===== src/rtl/rr_pkg.sv =====
// Shared definitions for the register-read stage.
// Instruction format encoding seen by reg_read_pipe.
package rr_pkg;

  typedef enum logic [1:0] {
    FMT_NONE = 2'b00,
    FMT_J    = 2'b01,
    FMT_I    = 2'b10,
    FMT_R    = 2'b11
  } fmt_e;

endpackage


===== src/rtl/reg_read_pipe_rf.sv =====
// Register file: three bypassed read ports, one write port.
// Reset loads R[i] = (i+1) mod NREG.
module reg_read_pipe_rf #(
  parameter int DATA_W = 16,
  parameter int NREG   = 8,
  parameter int IDX_W  = $clog2(NREG)
) (
  input  logic              clk,
  input  logic              reset,
  input  logic              we,
  input  logic [IDX_W-1:0]  widx,
  input  logic [DATA_W-1:0] wdata,
  input  logic [IDX_W-1:0]  ra,
  input  logic [IDX_W-1:0]  rb,
  input  logic [IDX_W-1:0]  rc,
  output logic [DATA_W-1:0] da,
  output logic [DATA_W-1:0] db,
  output logic [DATA_W-1:0] dc
);

  logic [DATA_W-1:0] r [NREG];

  // Reset seeds each entry; otherwise accept the write-back.
  always_ff @(posedge clk) begin
    if (reset) begin
      for (int i = 0; i < NREG; i++)
        r[i] <= DATA_W'((i + 1) % NREG);
    end else if (we) begin
      r[widx] <= wdata;
    end
  end

  // Same-cycle write is forwarded to the readers.
  always_comb begin
    da = (we && widx == ra) ? wdata : r[ra];
    db = (we && widx == rb) ? wdata : r[rb];
    dc = (we && widx == rc) ? wdata : r[rc];
  end

endmodule


===== src/rtl/reg_read_pipe.sv =====
// Register-read pipeline stage: operand fetch,
// format mux and a one-entry valid/ready output register.
module reg_read_pipe
  import rr_pkg::*;
#(
  parameter int DATA_W   = 16,
  parameter int NREG     = 8,
  parameter int IMM_W    = 9,
  parameter int CTRL_W   = 7,
  parameter int SIGN_EXT = 0,
  parameter int IDX_W    = $clog2(NREG)
) (
  input  logic              clk,
  input  logic              reset,
  input  logic              flush,
  input  logic              in_valid,
  output logic              in_ready,
  input  logic [1:0]        in_fmt,
  input  logic [CTRL_W-1:0] in_ctrl,
  input  logic [IDX_W-1:0]  in_ra,
  input  logic [IDX_W-1:0]  in_rb,
  input  logic [IDX_W-1:0]  in_rc,
  input  logic [IMM_W-1:0]  in_imm,
  input  logic              wb_en,
  input  logic [IDX_W-1:0]  wb_idx,
  input  logic [DATA_W-1:0] wb_data,
  output logic              out_valid,
  output logic [CTRL_W-1:0] out_ctrl,
  output logic [1:0]        out_fmt,
  output logic [DATA_W-1:0] out_a,
  output logic [DATA_W-1:0] out_b,
  output logic [DATA_W-1:0] out_c,
  input  logic              out_ready
);

  logic [DATA_W-1:0] rd_a, rd_b, rd_c;
  logic [DATA_W-1:0] imm_x, b_n, c_n;
  logic              accept;

  reg_read_pipe_rf #(
    .DATA_W (DATA_W),
    .NREG   (NREG),
    .IDX_W  (IDX_W)
  ) u_rf (
    .clk   (clk),
    .reset (reset),
    .we    (wb_en),
    .widx  (wb_idx),
    .wdata (wb_data),
    .ra    (in_ra),
    .rb    (in_rb),
    .rc    (in_rc),
    .da    (rd_a),
    .db    (rd_b),
    .dc    (rd_c)
  );

  assign in_ready = !out_valid || out_ready;
  assign accept   = in_valid && in_ready;

  // Immediate widening and per-format operand selection.
  always_comb begin
    if (SIGN_EXT != 0)
      imm_x = {{(DATA_W-IMM_W){in_imm[IMM_W-1]}}, in_imm};
    else
      imm_x = {{(DATA_W-IMM_W){1'b0}}, in_imm};
    b_n = '0;
    c_n = '0;
    unique case (1'b1)
      in_fmt == FMT_R: begin
        b_n = rd_b;
        c_n = rd_c;
      end
      in_fmt == FMT_I: begin
        b_n = rd_b;
        c_n = imm_x;
      end
      in_fmt == FMT_J: c_n = imm_x;
      default: ;
    endcase
  end

  // Output register: reset > flush > capture > drain.
  always_ff @(posedge clk) begin
    if (reset) begin
      out_valid <= 1'b0;
      out_ctrl  <= '0;
      out_fmt   <= '0;
      out_a     <= '0;
      out_b     <= '0;
      out_c     <= '0;
    end else if (flush) begin
      out_valid <= 1'b0;
    end else if (accept) begin
      out_valid <= 1'b1;
      out_ctrl  <= in_ctrl;
      out_fmt   <= in_fmt;
      out_a     <= rd_a;
      out_b     <= b_n;
      out_c     <= c_n;
    end else if (out_ready) begin
      out_valid <= 1'b0;
    end
  end

endmodule


===== config.mk =====
export PLATFORM = sky130hd
export DESIGN_NAME = reg_read_pipe
export DESIGN_NICKNAME = d
export VERILOG_FILES = /design/src/rtl/rr_pkg.sv /design/src/rtl/reg_read_pipe_rf.sv /design/src/rtl/reg_read_pipe.sv
export SDC_FILE = /design/constraint.sdc
export NUM_CORES = 1
export LEC_CHECK = 0
export BUFFER_PORTS_ARGS = -buffer_cell sky130_fd_sc_hd__buf_2
export CAP_MARGIN = 20
export CORE_MARGIN = 2
export CORE_UTILIZATION = 55
export DETAILED_ROUTE_END_ITERATION = 8
export PLACE_DENSITY = 0.77
export SYNTH_ARGS = -nofsm -noshare
export SYNTH_HDL_FRONTEND = slang
export SYNTH_SLANG_ARGS = --single-unit

===== constraint.sdc =====
create_clock -name clk -period 3.6 [get_ports clk]
set_clock_uncertainty 0.2 [all_clocks]
set_input_delay 0.18 -clock clk [delete_from_list [all_inputs] [get_ports clk]]
set_output_delay 0.18 -clock clk [all_outputs]
set_load 0.05 [all_outputs]

Word level (Yosys, flattened, before mapping) --
Memory sizes are Yosys's and may differ from the RTL's. A register that Yosys moved wholly into a read port is not among the register bits. Cells that the tools add are included.
Word-level totals: logic and storage cells 37, memory bits (writable) 128, register bits after elaboration 42, memories 1, output and inout port bits 59, bits of input ports 52
Operators by class: multiplexer cells 14, bitwise gates (word level) 1, equality and inequality tests 5, reduce and logical (&&, ||, !) cells 11
Memory list:
- u_rf.r | words 8, width 16, rd ports 3, clocked after memory_dff 1, wr ports 8, line reg_read_pipe_rf.sv:21 | logic [DATA_W-1:0] r [NREG];
Operators with widths (number):
- 16-bit two-way mux | 4
- 16-bit case mux with 2 select lines | 1
- 16-bit OR reduction | 1
- 1-bit two-way mux | 8
- 3-bit equality test | 2
- 2-bit OR reduction | 3
- 2-bit equality test (second input constant) | 2
- 1-bit logical AND | 3
- 3-bit two-way mux | 1
- 2-bit by 1-bit equality test with 1-bit output (second input constant) | 1
- 2-bit AND reduction | 1
- 2-bit nonzero test | 1
- 1-bit zero test | 1
- 1-bit logical OR | 1
- 1-bit NOT | 1

Longest topological paths before layout --
Gate-level depths: netlist (run 1).
word-level depth 5, mapped depth 7

Cells and area by module --
Synthesis (run 1) repeated with hierarchy kept, for this count alone.
Unflattened totals: cells, all modules 826, area, all modules 11358.4 um^2
By module, submodules not included:
- reg_read_pipe_rf | sequential area each 3843.7 um^2, times used 1, area an instance 8939.8 um^2, cells each 541
- reg_read_pipe | sequential area each 1161.1 um^2, times used 1, area an instance 2418.6 um^2, cells each 285

Least setup slack after synthesis (run 1) --
No wires, ideal clock.
kind register to register, start point register out_valid, end point register out_c[4], buffers on the path 1, cell stages (with the launch flop) 7, setup slack 1.325 ns, data arrival time 2.000 ns, clock period less this slack 2.275 ns, cells stage by stage dfxtp_1 > nor2b_4 > inv_1 > buf_1 > nand4_1 > a41o_1 > a31oi_1
Between the ends: cells in the longest elaborated chain, start to end 4
Ends and longest elaborated chain:
- start, declared | line reg_read_pipe.sv:27 | output logic out_valid,
- start signal, assigned | line reg_read_pipe.sv:86 | out_valid <= 1'b0;
- start signal, assigned | line reg_read_pipe.sv:93 | out_valid <= 1'b0;
- start signal, assigned | line reg_read_pipe.sv:95 | out_valid <= 1'b1;
- 1-bit zero test | line reg_read_pipe.sv:58 | assign in_ready = !out_valid || out_ready;
- 1-bit logical OR | line reg_read_pipe.sv:58
- net in_ready | line reg_read_pipe.sv:17 | output logic in_ready,
- 1-bit logical AND | line reg_read_pipe.sv:59 | assign accept = in_valid && in_ready;
- 2-bit AND reduction (no line)
- end signal, assigned | line reg_read_pipe.sv:100 | out_c <= c_n;
- end, declared | line reg_read_pipe.sv:32 | output logic [DATA_W-1:0] out_c,
The timed path passes the listed nets, and every way through them passes these cells. A chain may end at the register's enable or synchronous reset.

Final worst setup path (run 1) --
start point input in_valid, end point register out_c[0]
Between the ends: cells in the longest elaborated chain, start to end 2
Ends and longest elaborated chain:
- start, declared | line reg_read_pipe.sv:16 | input logic in_valid,
- 1-bit logical AND | line reg_read_pipe.sv:59
- 2-bit AND reduction (no line)
No other way between the ends.

==> results of run 1 <==
[sequential cells by signal, indices dropped and copies added, names as in the netlist]
name / count
out_a: 16
out_valid: 1
out_b: 16
out_fmt: 2
out_c: 16
u_rf.r: 128
out_ctrl: 7
[worst paths after layout]
path | end | cells past startpoint
setup / recovery | out_c[0] | 7
hold / removal | out_c[2] | 4
setup reg to reg | out_c[0] | 6
hold reg to reg | out_ctrl[2] | 2
[timing repair]
item	in CTS	in global routing
setup buffers	0	0
hold buffers	31	0
hold endpoints to repair	83	0
[per-stage QoR]
step | hold slack, ns | total power [W] | setup WS, ns | utilization (%)
after floorplan | 0.104 | 0.00309 | 1.33 | -
after global placement | 0.221 | 0.00327 | 1.05 | 59.2
after detailed placement | 0.239 | 0.00331 | 0.966 | 59.2
after CTS | 0.000925 | 0.00531 | 0.726 | 64.2
after global routing | 0.00916 | 0.00547 | 0.449 | 64.2
final | 0.0167 | 0.00533 | 0.619 | 64.2
[critical path, cell delays in order]
cell and delay [ns]:
dlygate4sd3_1 0.53, buf_2 0.15, nor2b_1 0.62, nand2_1 0.51
a21boi_0 0.34, o221ai_1 0.17, dlygate4sd3_1 0.60
[power by group]
part	switching, W	total, W	internal (W)
clock network	0.000894	0.00202	0.00113
registers	0.0000936	0.00250	0.00241
logic	0.000451	0.000808	0.000356
total	0.00144	0.00533	0.00389
[logic make-up after synthesis]
logic type                 count (synthesis)  share of synthesized area, %
adders and majority gates                  3                         0.354
AOI/OAI and AO/OA                         70                          5.72
and+or+nand+nor                          245                          13.8
DFF                                      186                          47.2
xor gates and xnor gates                   9                         0.744
buffers and inverters                     81                          4.82
muxes                                    144                          27.4
[final cells by class]
class | count | area share, %
Clock buffer | 17 | 3.52
Clock inverter | 15 | 1.68
Inverter | 4 | 0.124
Multi-Input combinational cell | 471 | 42.2
Sequential cell | 186 | 41.4
Tap cell | 260 | 2.69
Timing Repair Buffer | 162 | 8.43
[cells in the final DEF (no fill, tap or decap), drive strengths merged, types with 6 or more instances in the layout]
master and n:
and2 138, buf 131, edfxtp 128, mux4 96, dfxtp 58, a221o 39
mux2 32, dlygate4sd3 31, nand2 21, clkbuf 17, nor3 17, mux2i 16
nand4 13, inv 12, nor2 11, a21oi 10, or3 9, nand3 9
xnor2 9, or2 8, a21boi 8, o221ai 8, nand2b 6
[per-layer routing]
layer | vias to the layer above | global-route usage (%)
li1 | 3134 | -
met1 | 3702 | 37.6
met2 | 512 | 49.2
met3 | 95 | 7.65
met4 | 0 | 11.7
met5 | - | 0
==> impl_metrics.csv, run 1 <==
group,metric,value,unit
die,start_util,56.3,%
place,placed_area,11100,um2
timing,rsz0062_at_grt,"no",
timing,maxSlewViolCount,0,
global_routing,grt_use_total,29.7,%
timing,finalSetupTns,0,ns
yosys,synth_top_cell_by_area,"edfxtp_1",
critical_path,end_kind,"flop",
global_routing,grt_pass1_wl,44200,um
clock_network,clk_latency,0.44,ns
yosys,ys.flop_type,"edfxtp_1",
detailed_routing,wl_met1,11000,um
detailed_routing,route.met2.wl,14400,um
clock_network,cts_sinks,186,
critical_path,reg2reg_from,"out_valid",
clock_network,clk_path_buf_depth,2,
detailed_routing,wire_per_inst,26.4,um
place,globalplace.congestion,0.856,
min_path,min_from,"in_imm[2]",
final_layout,nFillCells,1300,
timing,fmax,335,MHz
detailed_routing,via_per_inst,6.68,
die,io_pins,111,
critical_path,cp.arrival,3.11,ns
global_routing,grt_max_degree,40,
yosys,syn-num-nets,793,
die,rows,50,
final_layout,multi_input_area,5090,um2
yosys,yosys_register_bits,186,
yosys,yosys-top-cells-area,"edfxtp_1 (36%), mux4_1 (14%), dfxtp_1 (11%)",
power,power.leakage,4.67,nW
critical_path,crit_type,"in -> reg",
timing,fin_crit,2.98,ns
global_routing,grt_pass1_vias,7563,
detailed_routing,route.detailed.drc,0,
critical_path,cp-start-kind,"primary input",
status,status,"finished clean",
detailed_routing,dr_wl_met3,3020,um
clock_network,cts_resized,0,
final_layout,drive_gt1_share,30.4,%
timing,slew_headroom,31.5,%
clock_network,cts_buffers,17,
power,irDropWorstVdd,0.233,mV
flow_run,maxCapViolations,0,
clock_network,clk_pin_slew_worst_paths,0.07,ns
yosys,yosysTopAreaCellShare,36.3,%
yosys,synth_cell_types,44,
detailed_routing,first_iter_violations,770,
yosys,postSynthAreaPerCell,14.4,um2
clock_network,tritoncts,"built",
yosys,synth_edf_count,128,
clock_network,root_buffer,"clkbuf_16",
detailed_routing,top_layer_used,"met4",
final_layout,stdcell_area,12100,um2
critical_path,crit_fanout,17,
die,dieArea,20400,um2
die,die_x,143,um
global_routing,antenna_found_initial,0,
detailed_routing,vias,7443,
detailed_routing,totalWireLength,29500,um
yosys,synth.most_common_cell,"edfxtp_1",
timing,period_share,82.8,%
critical_path,crit_required,3.73,ns
yosys,yosys_warnings,0,
place,dp_cells,1052,
place,io_buffers,110,
global_routing,grt.overflow.total,0,
yosys,async_flop_share,0,%
die,core,18800,um2
final_layout,regArea,5000,um2
timing,hold_violations,0,
final_layout,num-nets-final,897,
power,power_density,441,nW/um2
detailed_routing,first_pass_iters,8,
min_path,min_path_type,"in -> reg",
yosys,seq_area_frac_synth,47.2,%
critical_path,reg2reg_slack,0.99,ns
yosys,netlist_top_cells_count,"edfxtp_1 (128), and2_1 (124), dfxtp_1 (58), mux4_1 (58), clkbuf_1 (40)",
yosys,synthesis.area,10600,um2
timing,final-setup-viol-count,0,
clock_network,cts_max_level,4,
detailed_routing,final_antenna_net_count,0,
critical_path,crit_start,"in_valid",
yosys,synthCells,738,
final_layout,synthToLayoutAreaGrowth,14.0,%
place,dpl.hpwl,18900,um
final_layout,fin_cells,1115,
timing,worstMarginPinSlew,1.03,ns
final_layout,insertedDiodeCount,0,
die,die_h,143,um
Power figures use the tool's default switching activity.
==> inputs of run 2 (changes only) <==
==> constraint.sdc (replaced) <==
create_clock -name clk -period 2.8 [get_ports clk]
set_clock_uncertainty 0.2 [all_clocks]
set_input_delay 0.14 -clock clk [delete_from_list [all_inputs] [get_ports clk]]
set_output_delay 0.14 -clock clk [all_outputs]
set_load 0.05 [all_outputs]
==> impl_metrics.csv, run 2 (synthesized netlist as in run 1, its figures left out) <==
group,metric,value,unit
detailed_routing,first_pass_iters,5,
timing,fin_crit,2.64,ns
die,core,18800,um2
clock_network,cts_sinks,186,
power,power_density,546,nW/um2
global_routing,grt.overflow.total,0,
critical_path,worstSetupEndpoint,"out_c[4]",
critical_path,regToRegEndpoint,"out_c[7]",
die,io_pins,111,
final_layout,regArea,5000,um2
final_layout,postLayoutCoreUtil,65.0,%
timing,fmax,379,MHz
power,power.leakage,4.77,nW
final_layout,largest_reg_flops,128,
detailed_routing,route.detailed.drc,0,
critical_path,end_kind,"flop",
final_layout,final_cell_mix,"edfxtp_1 (128), and2_1 (124), buf_2 (110)",
die,rows,50,
critical_path,crit_fanout,9,
global_routing,grt_pass1_vias,7643,
die,start_util,56.3,%
global_routing,grt_pass1_wl,44200,um
detailed_routing,vias,7505,
place,dp_cells,1066,
timing,finalSetupTns,0,ns
timing,hold_violations,0,
global_routing,grt_use_total,29.4,%
timing,final-setup-viol-count,0,
clock_network,cts_buffers,17,
final_layout,synthToLayoutAreaGrowth,15.4,%
detailed_routing,via_per_inst,6.61,
timing,rsz0062_at_grt,"no",
critical_path,cp-start-kind,"primary input",
flow_run,maxCapViolations,0,
clock_network,root_buffer,"clkbuf_16",
detailed_routing,totalWireLength,29300,um
final_layout,num-nets-final,918,
clock_network,clk_latency,0.44,ns
final_layout,drive_gt1_share,31.3,%
timing,maxSlewViolCount,0,
clock_network,cts_max_level,4,
final_layout,insertedDiodeCount,0,
final_layout,regMostFlops,"u_rf.r",
die,die_x,143,um
global_routing,grt_max_degree,40,
final_layout,fin_cells,1136,
timing,worstMarginPinSlew,0.841,ns
critical_path,r2r_cells,4,
clock_network,clk_pin_slew_worst_paths,0.07,ns
place,io_buffers,110,
timing,slew_headroom,43.8,%
final_layout,final_common_cell,"edfxtp_1",
place,dpl.hpwl,20000,um
critical_path,reg2reg_slack,0.30,ns
clock_network,tritoncts,"built",
critical_path,crit_required,2.98,ns
die,die_h,143,um
min_path,min_path_type,"in -> reg",
critical_path,crit_start,"in_fmt[1]",
status,status,"finished clean",
final_layout,multi_input_area,5090,um2
critical_path,crit_type,"in -> reg",
clock_network,clk_path_buf_depth,2,
timing,period_share,94.2,%
global_routing,antenna_found_initial,0,
critical_path,cp.arrival,2.82,ns
detailed_routing,wire_per_inst,25.8,um
detailed_routing,first_iter_violations,682,
final_layout,nFillCells,1280,
clock_network,post-cts-setup-buffers,0,
power,irDropWorstVdd,0.327,mV
critical_path,reg2reg_from,"u_rf.r[7][7]",
place,globalplace.congestion,0.836,
die,dieArea,20400,um2
detailed_routing,final_antenna_net_count,0,
## run 2: cell type report
type,count,share of cell area [%]
clock buffers,17,3.48
flip-flops and latches,186,40.9
multi-input cells,471,41.6
repair buffers,183,9.96
clock inverters,15,1.27
inverters,4,0.123
well taps,260,2.66
## run 2: through the flow
| step | area [um2] | power, W | setup slack, ns | hold slack (ns) |
|---|---|---|---|---|
| final | 12200 | 0.00668 | 0.163 | 0.0519 |
| after global routing | 12200 | 0.00685 | 0.0261 | 0.0704 |
| after CTS | 12200 | 0.00666 | 0.249 | 0.0319 |
| after detailed placement | 11300 | 0.00427 | 0.584 | 0.188 |
| after global placement | 11300 | 0.00422 | 0.647 | 0.181 |
| after floorplan | 10600 | 0.00398 | 0.525 | 0.0638 |
## run 2: layer usage
layer / GRT usage (%) / up-vias / routed length, um
li1: - / 3185 / -
met1: 35.5 / 3724 / 10900
met2: 50.9 / 505 / 14700
met3: 7.55 / 91 / 2720
met4: 11.4 / 0 / 954
met5: 0 / - / 0
## run 2: repair_timing
item                                   CTS  global route
gates resized for setup                  0             0
hold buffers                            38             0
endpoints found under the hold margin  169             0
## run 2: report_power, final
group / total (W) / switching, W / leakage (nW) / internal [W]
registers: 0.00322 / 0.000122 / 1.70 / 0.00310
clock network: 0.00240 / 0.00114 / 0.291 / 0.00126
logic: 0.00106 / 0.000586 / 2.77 / 0.000476
total: 0.00668 / 0.00184 / 4.77 / 0.00484
## run 2: how the worst min path moves through the flow
| stage | start | cells past startpoint | to | slack (ns) |
|---|---|---|---|---|
| 2_1_floorplan | in_valid | 1 | out_valid | 0.06 |
| 3_3_place_gp | in_ctrl[4] | 3 | out_ctrl[4] | 0.18 |
| 3_5_place_dp | in_ctrl[6] | 3 | out_ctrl[6] | 0.19 |
| 4_1_cts | wb_data[4] | 3 | u_rf.r[6][4] | 0.03 |
| 5_1_grt | wb_data[4] | 3 | u_rf.r[5][4] | 0.07 |
| 6_report | wb_data[4] | 3 | u_rf.r[6][4] | 0.05 |
## run 2: critical path, stage by stage
cell,delay [ns]
dlygate4sd3_1,0.51
buf_2,0.14
inv_1,0.06
ha_1,0.26
nor2b_1,0.48
nand4_1,0.22
a41o_1,0.27
a31oi_1,0.15
dlygate4sd3_1,0.57
==> inputs of run 3 (changes only) <==
==> constraint.sdc (replaced) <==
create_clock -name clk -period 2.8 [get_ports clk]
set_clock_uncertainty 0.2 [all_clocks]
set_input_delay 0.56 -clock clk [delete_from_list [all_inputs] [get_ports clk]]
set_output_delay 0.56 -clock clk [all_outputs]
set_load 0.05 [all_outputs]
==> impl_metrics.csv, run 3 (synthesized netlist as in run 1, its figures left out) <==
group,metric,value,unit
status,status,"finished clean",
power,sw_frac_of_total,26.8,%
clock_network,cts_buffers,17,
timing,worstMarginPinSlew,0.822,ns
critical_path,crit_start,"out_valid",
power,switchingPower,0.00183,W
clock_network,cts_sinks,186,
timing,period_share,78.3,%
power,combPwrFrac,15.2,%
timing,maxSlewViolCount,0,
die,die_h,143,um
detailed_routing,final_antenna_net_count,0,
power,internal_power,0.00501,W
critical_path,crit_fanout,14,
clock_network,post-cts-setup-buffers,0,
clock_network,root_buffer,"clkbuf_16",
power,power.leakage,4.65,nW
final_layout,regMostFlops,"u_rf.r",
die,io_pins,111,
final_layout,num-nets-final,888,
final_layout,final_cell_mix,"edfxtp_1 (128), and2_1 (124), buf_2 (110)",
critical_path,cp-start-kind,"flop",
clock_network,cts_hold_buf,0,
global_routing,grt_pass1_vias,7497,
critical_path,reg2reg_slack,0.77,ns
timing,fin_ws,0.607,ns
flow_run,maxCapViolations,0,
final_layout,synthToLayoutAreaGrowth,13.4,%
timing,hold_violations,0,
die,core,18800,um2
clock_network,clk_pin_slew_worst_paths,0.07,ns
global_routing,grt.overflow.total,0,
global_routing,grt_pass1_wl,45200,um
critical_path,reg2reg_from,"out_valid",
detailed_routing,via_per_inst,6.77,
timing,final-setup-viol-count,0,
place,io_buffers,110,
timing,fmax,456,MHz
detailed_routing,totalWireLength,29900,um
critical_path,worstSetupEndpoint,"in_ready",
clock_network,cts_resized,0,
die,rows,50,
detailed_routing,wire_per_inst,27.0,um
detailed_routing,first_pass_iters,6,
die,die_x,143,um
final_layout,largest_reg_flops,128,
power,clkPwrFrac,37.6,%
detailed_routing,first_iter_violations,827,
die,start_util,56.3,%
power,pwr-share-seq,47.2,%
power,power_density,569,nW/um2
detailed_routing,route.detailed.drc,0,
timing,finalSetupTns,0,ns
global_routing,antenna_found_initial,0,
clock_network,cts_max_level,4,
critical_path,end_kind,"output pin",
detailed_routing,vias,7491,
critical_path,r2r_cells,6,
critical_path,regToRegEndpoint,"out_a[7]",
clock_network,clk_path_buf_depth,2,
timing,slew_headroom,45.1,%
critical_path,crit_required,2.04,ns
timing,rsz0062_at_grt,"no",
global_routing,grt_use_total,30.4,%
power,irDropWorstVdd,0.404,mV
final_layout,drive_gt1_share,33.3,%
final_layout,insertedDiodeCount,0,
timing,fin_crit,2.19,ns
critical_path,crit_type,"reg -> out",
place,dpl.hpwl,20400,um
final_layout,final_common_cell,"edfxtp_1",
clock_network,tritoncts,"built",
critical_path,cp.arrival,1.43,ns
min_path,min_path_type,"in -> reg",
clock_network,clk_latency,0.45,ns
global_routing,grt_max_degree,40,
place,globalplace.congestion,0.888,
die,dieArea,20400,um2
place,dp_slack,0.270,ns
[run 3: routing by layer]
| metal | wire length, um | up-vias | GRT usage, % |
|---|---|---|---|
| met5 | 0 | - | 0 |
| met4 | 1210 | 0 | 14.4 |
| met3 | 3050 | 116 | 7.18 |
| met2 | 14700 | 557 | 50.9 |
| met1 | 10900 | 3696 | 37.6 |
| li1 | - | 3122 | - |
[run 3: layout make-up]
class	instances	area (um2)
Inverter	4	15.0
Tap cell	260	325
Sequential cell	186	5000
Clock buffer	18	439
Multi-Input combinational cell	471	5090
Timing Repair Buffer	153	948
Clock inverter	14	190
Fill cell	1315	6810
[run 3: metrics by stage]
step | instances | hold slack (ns) | total power, W | cell area, um2 | util (%)
final | 1106 | 0.159 | 0.00684 | 12000 | 63.8
after global routing | 1106 | 0.158 | 0.00702 | 12000 | 63.8
after CTS | 1106 | 0.148 | 0.00682 | 12000 | 63.8
after detailed placement | 1074 | 0.251 | 0.00429 | 11400 | 60.5
after global placement | 1074 | 0.239 | 0.00424 | 11400 | 60.5
after floorplan | 738 | 0.475 | 0.00398 | 10600 | -
[run 3: worst min-delay path by stage]
stage                       end  slack, ns  cells past startpoint        start
floorplan           out_ctrl[0]       0.48                      2  out_ctrl[0]
CTS                 out_ctrl[1]       0.15                      3   in_ctrl[1]
detailed placement  out_ctrl[4]       0.25                      2  out_ctrl[4]
finish              out_ctrl[1]       0.16                      3   in_ctrl[1]
global placement    out_ctrl[2]       0.24                      2  out_ctrl[2]
global route        out_ctrl[4]       0.16                      3   in_ctrl[4]
[run 3: critical path, cell delays in order, from the launching register on]
cell     delay [ns]
dfxtp_1        0.31
nor2b_4        0.13
inv_1          0.07
buf_4          0.19
buf_2          0.29
[run 3: power by group through the flow]
stage / Combinational, W / Sequential (W) / Clock, W
2_1_floorplan: 0.000623 / 0.00335 / 0
3_3_place_gp: 0.000994 / 0.00325 / 0
3_5_place_dp: 0.00102 / 0.00328 / 0
4_1_cts: 0.00103 / 0.00322 / 0.00257
5_1_grt: 0.00109 / 0.00324 / 0.00269
6_report: 0.00104 / 0.00323 / 0.00257
